### config.mk
export PLATFORM = sky130hd
export DESIGN_NAME = rgb_led_pwm
export DESIGN_NICKNAME = d
export VERILOG_FILES = /design/src/rtl/rgb_led_pwm.sv
export SDC_FILE = /design/constraint.sdc
export NUM_CORES = 1
export LEC_CHECK = 0
export BUFFER_PORTS_ARGS = -buffer_cell sky130_fd_sc_hd__buf_2
export CAP_MARGIN = 0
export CORE_AREA = 2 2 81 83
export DETAILED_ROUTE_END_ITERATION = 6
export DIE_AREA = 0 0 83 85
export GPL_ROUTABILITY_DRIVEN = 0
export PLACE_DENSITY = 0.68
export SLEW_MARGIN = 20
export SYNTH_ARGS = -nofsm -noshare
export SYNTH_HDL_FRONTEND = slang
export SYNTH_SLANG_ARGS = --single-unit
### constraint.sdc
create_clock -name pin_clk_12mhz -period 2.65 [get_ports pin_clk_12mhz]
set_input_delay 0.53 -clock pin_clk_12mhz [delete_from_list [all_inputs] [get_ports pin_clk_12mhz]]
set_output_delay 0.53 -clock pin_clk_12mhz [all_outputs]
set_load 0.1 [all_outputs]
### src/rtl/rgb_led_pwm.sv
// rgb_led_pwm: PWM driver for an active-low RGB LED.
// A colour arrives over a valid/ready handshake, waits in a pending register
// and is copied into the active duty registers only on the period wrap, so
// every PWM period is driven by a single, consistent duty set.
// Optional blink overlay: define RGB_LED_BLINK_EN to build it.
//
// Handshake FSM
//   state   | meaning
//   IDLE    | ready for a colour; color_ready = 1
//   PENDING | colour latched, waiting for the next wrap to apply it
module rgb_led_pwm #(
   parameter int PWM_BITS = 8,
   parameter int CLK_HZ   = 12000000,
   parameter int BLINK_HZ = 2
) (
   input  logic                pin_clk_12mhz,
   input  logic                rst,
   input  logic                color_valid,
   output logic                color_ready,
   input  logic [PWM_BITS-1:0] color_r,
   input  logic [PWM_BITS-1:0] color_g,
   input  logic [PWM_BITS-1:0] color_b,
   input  logic                blink,
   output logic                red,
   output logic                green,
   output logic                blue
);

   // Last count of the period: 2^PWM_BITS-2, giving a 2^PWM_BITS-1 slot period
   // so that full-scale duty lights every slot.
   localparam logic [PWM_BITS-1:0] CNT_WRAP = {{(PWM_BITS-1){1'b1}}, 1'b0};

   typedef enum logic {
      IDLE    = 1'b0,
      PENDING = 1'b1
   } state_t;

   state_t              state;
   state_t              state_nxt;
   logic [PWM_BITS-1:0] cnt;
   logic                wrap;
   logic                load_pend;
   logic                apply;
   logic [PWM_BITS-1:0] pend_r;
   logic [PWM_BITS-1:0] pend_g;
   logic [PWM_BITS-1:0] pend_b;
   logic [PWM_BITS-1:0] duty_r;
   logic [PWM_BITS-1:0] duty_g;
   logic [PWM_BITS-1:0] duty_b;
   logic                force_off;

   assign wrap = (cnt == CNT_WRAP);

   // Period counter: 0 .. CNT_WRAP, then back to 0.
   always_ff @(posedge pin_clk_12mhz or posedge rst) begin
      if (rst) begin
         cnt <= '0;
      end else if (wrap) begin
         cnt <= '0;
      end else begin
         cnt <= cnt + 1'b1;
      end
   end

   // Handshake state register.
   always_ff @(posedge pin_clk_12mhz or posedge rst) begin
      if (rst) begin
         state <= IDLE;
      end else begin
         state <= state_nxt;
      end
   end

   // Next state, ready, and load/apply strobes.
   always_comb begin
      state_nxt   = state;
      color_ready = 1'b0;
      load_pend   = 1'b0;
      apply       = 1'b0;
      case (state)
         IDLE: begin
            color_ready = 1'b1;
            if (color_valid) begin
               load_pend = 1'b1;
               state_nxt = PENDING;
            end
         end
         PENDING: begin
            // A colour taken on the wrap cycle lands here one cycle later,
            // so it naturally waits for the following wrap.
            if (wrap) begin
               apply     = 1'b1;
               state_nxt = IDLE;
            end
         end
         default: state_nxt = IDLE;
      endcase
   end

   // Pending colour, captured only on an accepted handshake.
   always_ff @(posedge pin_clk_12mhz or posedge rst) begin
      if (rst) begin
         pend_r <= '0;
         pend_g <= '0;
         pend_b <= '0;
      end else if (load_pend) begin
         pend_r <= color_r;
         pend_g <= color_g;
         pend_b <= color_b;
      end
   end

   // Active duty, updated only at the period boundary.
   always_ff @(posedge pin_clk_12mhz or posedge rst) begin
      if (rst) begin
         duty_r <= '0;
         duty_g <= '0;
         duty_b <= '0;
      end else if (apply) begin
         duty_r <= pend_r;
         duty_g <= pend_g;
         duty_b <= pend_b;
      end
   end

`ifdef RGB_LED_BLINK_EN
   localparam int BLINK_HALF = CLK_HZ / (2 * BLINK_HZ);
   localparam int BLINK_W    = (BLINK_HALF > 1) ? $clog2(BLINK_HALF) : 1;
   localparam logic [BLINK_W-1:0] BLINK_RELOAD = BLINK_W'(BLINK_HALF - 1);

   logic [BLINK_W-1:0] blink_cnt;
   logic               phase;

   // Blink phase timer: down-counter, toggles phase at terminal count.
   always_ff @(posedge pin_clk_12mhz or posedge rst) begin
      if (rst) begin
         blink_cnt <= BLINK_RELOAD;
         phase     <= 1'b0;
      end else if (blink_cnt == '0) begin
         blink_cnt <= BLINK_RELOAD;
         phase     <= ~phase;
      end else begin
         blink_cnt <= blink_cnt - 1'b1;
      end
   end

   assign force_off = blink & phase;
`else
   // Overlay not built: this reduces to constant 0, blink has no effect.
   assign force_off = blink & (CLK_HZ < 0) & (BLINK_HZ < 0);
`endif

   // Registered, inverted pins; force_off shares the same register.
   always_ff @(posedge pin_clk_12mhz or posedge rst) begin
      if (rst) begin
         red   <= 1'b1;
         green <= 1'b1;
         blue  <= 1'b1;
      end else begin
         red   <= ~(cnt < duty_r) | force_off;
         green <= ~(cnt < duty_g) | force_off;
         blue  <= ~(cnt < duty_b) | force_off;
      end
   end

endmodule

==> qor.yml <==
maxCapViolations: 0
num_antenna_cells: 0
hold_path_class: "input pin to async pin"
yosys.cell_types.count: 30
cts.reportedPaths.clkPinSlew_ns: 0.06
cp.required_ns: 2.86
hold_viol: 0
synth_adder_area_share_pct: 9.69
r2r_setup_slack_ns: 0.63
syn-cell-area_sq_um: 2970
gr-total-overflow: 0
fin_setup_tns_ns: 0
path_cells: "inv_1 -> ha_1 -> nand4_4 -> nor2_8 -> mux2_2"
ios: 32
postCtsResizedCells: 0
syn-num-nets: 271
pre_cts_ws_ns: 0.628
timing.rr.start: "cnt[0]"
vias: 1742
power_density_nw_per_um2: 517
root_buffer: "clkbuf_8"
postSynthCellCount: 220
drv_slew: 0
cp-start-kind: "register"
clock_latency_ns: 0.33
worstPathArrival_ns: 2.23
hold_ws_ns: 0.290
critPathBufInv: 1
htree_levels: 3
r2r-end: "duty_r[7]"
rows: 29
grt_max_degree: 33
worstMarginPinSlew_ns: 0.648
rr_worst_depth: 5
clock.fmax_mhz: 495
fin_crit_sh_pct: 76.2
place_area_sq_um: 3180
crit_fanout: 24
layout-drive-gt1-share_pct: 39.5
drc: 0
rsz0062_at_grt: "false"
io_buffers: 30
chipWidth_microns: 83
skew_ns: 0.00699
cp_slowest_cell: "nor2_8"
post_cts_buffers: 0
ctsHoldBuffers: 0
final-instance-count-excl-fill: 340
grt_pass1_wl_microns: 8690
layout_min_cycle_time_ns: 2.02
synth_compound_area_share_pct: 6.95
status: "complete, no violations"
layout_setup_ws_ns: 0.630
finalSetupViolations: 0
area_delta_synth_final_pct: 13.1
track_usage_pct: 15.5
crit_family: "simple AND/OR/NAND/NOR gates"
antenna_found_initial: 0
ir_drop_mv: 0.374
die_area_sq_um: 7060
wl_microns: 4750
hpwl_microns: 3460
first_global_vias: 1943
synth-seq-cells: 60
drt_first_pass_iters: 4
relSlewSlack_pct: 56.7
p_leak_nw: 1.62
core-area_sq_um: 6200
max_stage_delay_ns: 0.51
via_per_inst: 5.12
avgSynthCellArea_sq_um: 13.5
die_h_microns: 85
synth_seq_area_share_pct: 50.7
final_core_util_pct: 54.1
p_total_mw: 1.74
regArea_sq_um: 1510
multi_input_comb_area_sq_um: 1300
place_inst: 324
critical_path_class: "register to register"
nets: 309
routedWlPerCell_microns: 14.0
start_util_pct: 47.9
synthMuxAreaShare_pct: 21.1
tritoncts: "done"
cts_buffers: 9
drtIter0Drc: 70
synthSimpleGateAreaFrac_pct: 5.69
cts_buffer_depth: 2
final_cell_area_sq_um: 3360
synth-xor-area-share_pct: 0.295
cts_sinks: 60
nFillCells: 523
ys_warn_count: 0
crit_path_end_kind: "register"
synth_top_family_by_area: "multiplexers"
drtAntennaViolNets: 0
==> final cells by class <==
class                           count  area share [%]
Clock inverter                      1           0.149
Multi-Input combinational cell    127            38.7
Clock buffer                       15            5.25
Inverter                           27            3.02
Tap cell                           77            2.87
Timing Repair Buffer               33            5.14
Sequential cell                    60            44.8
==> kinds of logic (layout without fill, tap and decap cells) <==
family                     count (synthesis)  in the layout
AOI/OAI and AO/OA                         30             30
xor gates and xnor gates                   1              1
adders and majority gates                 23             23
buffers and inverters                     33             76
DFF                                       60             60
muxes                                     49             49
and+or+nand+nor                           24             24
==> layer usage <==
metal	track usage [%]	wire [microns]
met1	19.3	2220
met5	0	0
met3	3.99	136
met2	25.4	2290
met4	7.45	108
==> power breakdown <==
part,switching (mW),leakage (nW),internal (mW)
registers,0.00978,0.782,0.935
logic,0.0259,0.740,0.0294
clock network,0.321,0.0937,0.416
total,0.357,1.62,1.38
==> worst max path at each step <==
stage	cells after the start	slack, ns	to	start
3_3_place_gp	5	0.63	duty_b[7]	cnt[0]
5_1_grt	4	0.51	duty_g[7]	cnt[1]
2_1_floorplan	1	0.64	cnt[0]	rst
4_1_cts	5	0.62	duty_r[7]	cnt[0]
3_5_place_dp	5	0.63	duty_r[7]	cnt[0]
6_report	5	0.63	duty_r[7]	cnt[0]
==> sequential cells by signal, indices dropped and copies added, names as in the netlist, 8 cells and up <==
name and count:
cnt 8, pend_r 8, duty_g 8, pend_g 8, pend_b 8, duty_b 8, duty_r 8
==> cells in the mapped netlist <==
cell type / count / area [sq um]
a221oi_1: 3 / 26.3
nand4_4: 2 / 42.5
dfstp_2: 3 / 78.8
buf_12: 2 / 40.0
a21o_1: 9 / 67.6
nand2b_1: 3 / 18.8
nand4_1: 1 / 6.26
clkbuf_2: 1 / 5.00
o21bai_1: 1 / 7.51
nor2b_1: 1 / 6.26
dfrtp_1: 57 / 1430
a31oi_1: 3 / 18.8
o211ai_1: 1 / 7.51
xnor2_1: 1 / 8.76
buf_4: 2 / 15.0
o31ai_1: 2 / 15.0
nor2_1: 5 / 18.8
o21ai_0: 4 / 20.0
buf_2: 1 / 5.00
and3_1: 3 / 18.8
nand3_1: 6 / 30.0
o21ba_2: 1 / 10.0
mux2_2: 29 / 327
nand2_1: 2 / 7.51
inv_1: 27 / 101
a21oi_1: 5 / 25.0
mux2_4: 20 / 300
ha_1: 23 / 288
o41ai_1: 1 / 8.76
nor2_8: 1 / 20.0
==> layout by cell type, fill, tap and decap left out, drive strengths merged, types with 5 or more instances in the layout <==
master	netlist	routed
a21o	9	9
nor2	6	6
inv	27	27
buf	5	33
ha	23	23
mux2	49	49
nand3	6	6
clkbuf	1	15
a21oi	5	5
dfrtp	57	57
==> worst reg2reg max path, delay by kind of cell, from the launching register on <==
family | cells | cell delay (ns)
flops | 1 | 0.47
simple gates | 2 | 0.70
mux | 1 | 0.41
buf+inv | 1 | 0.09
fa+ha+maj | 1 | 0.24
Power figures use the tool's default switching activity.
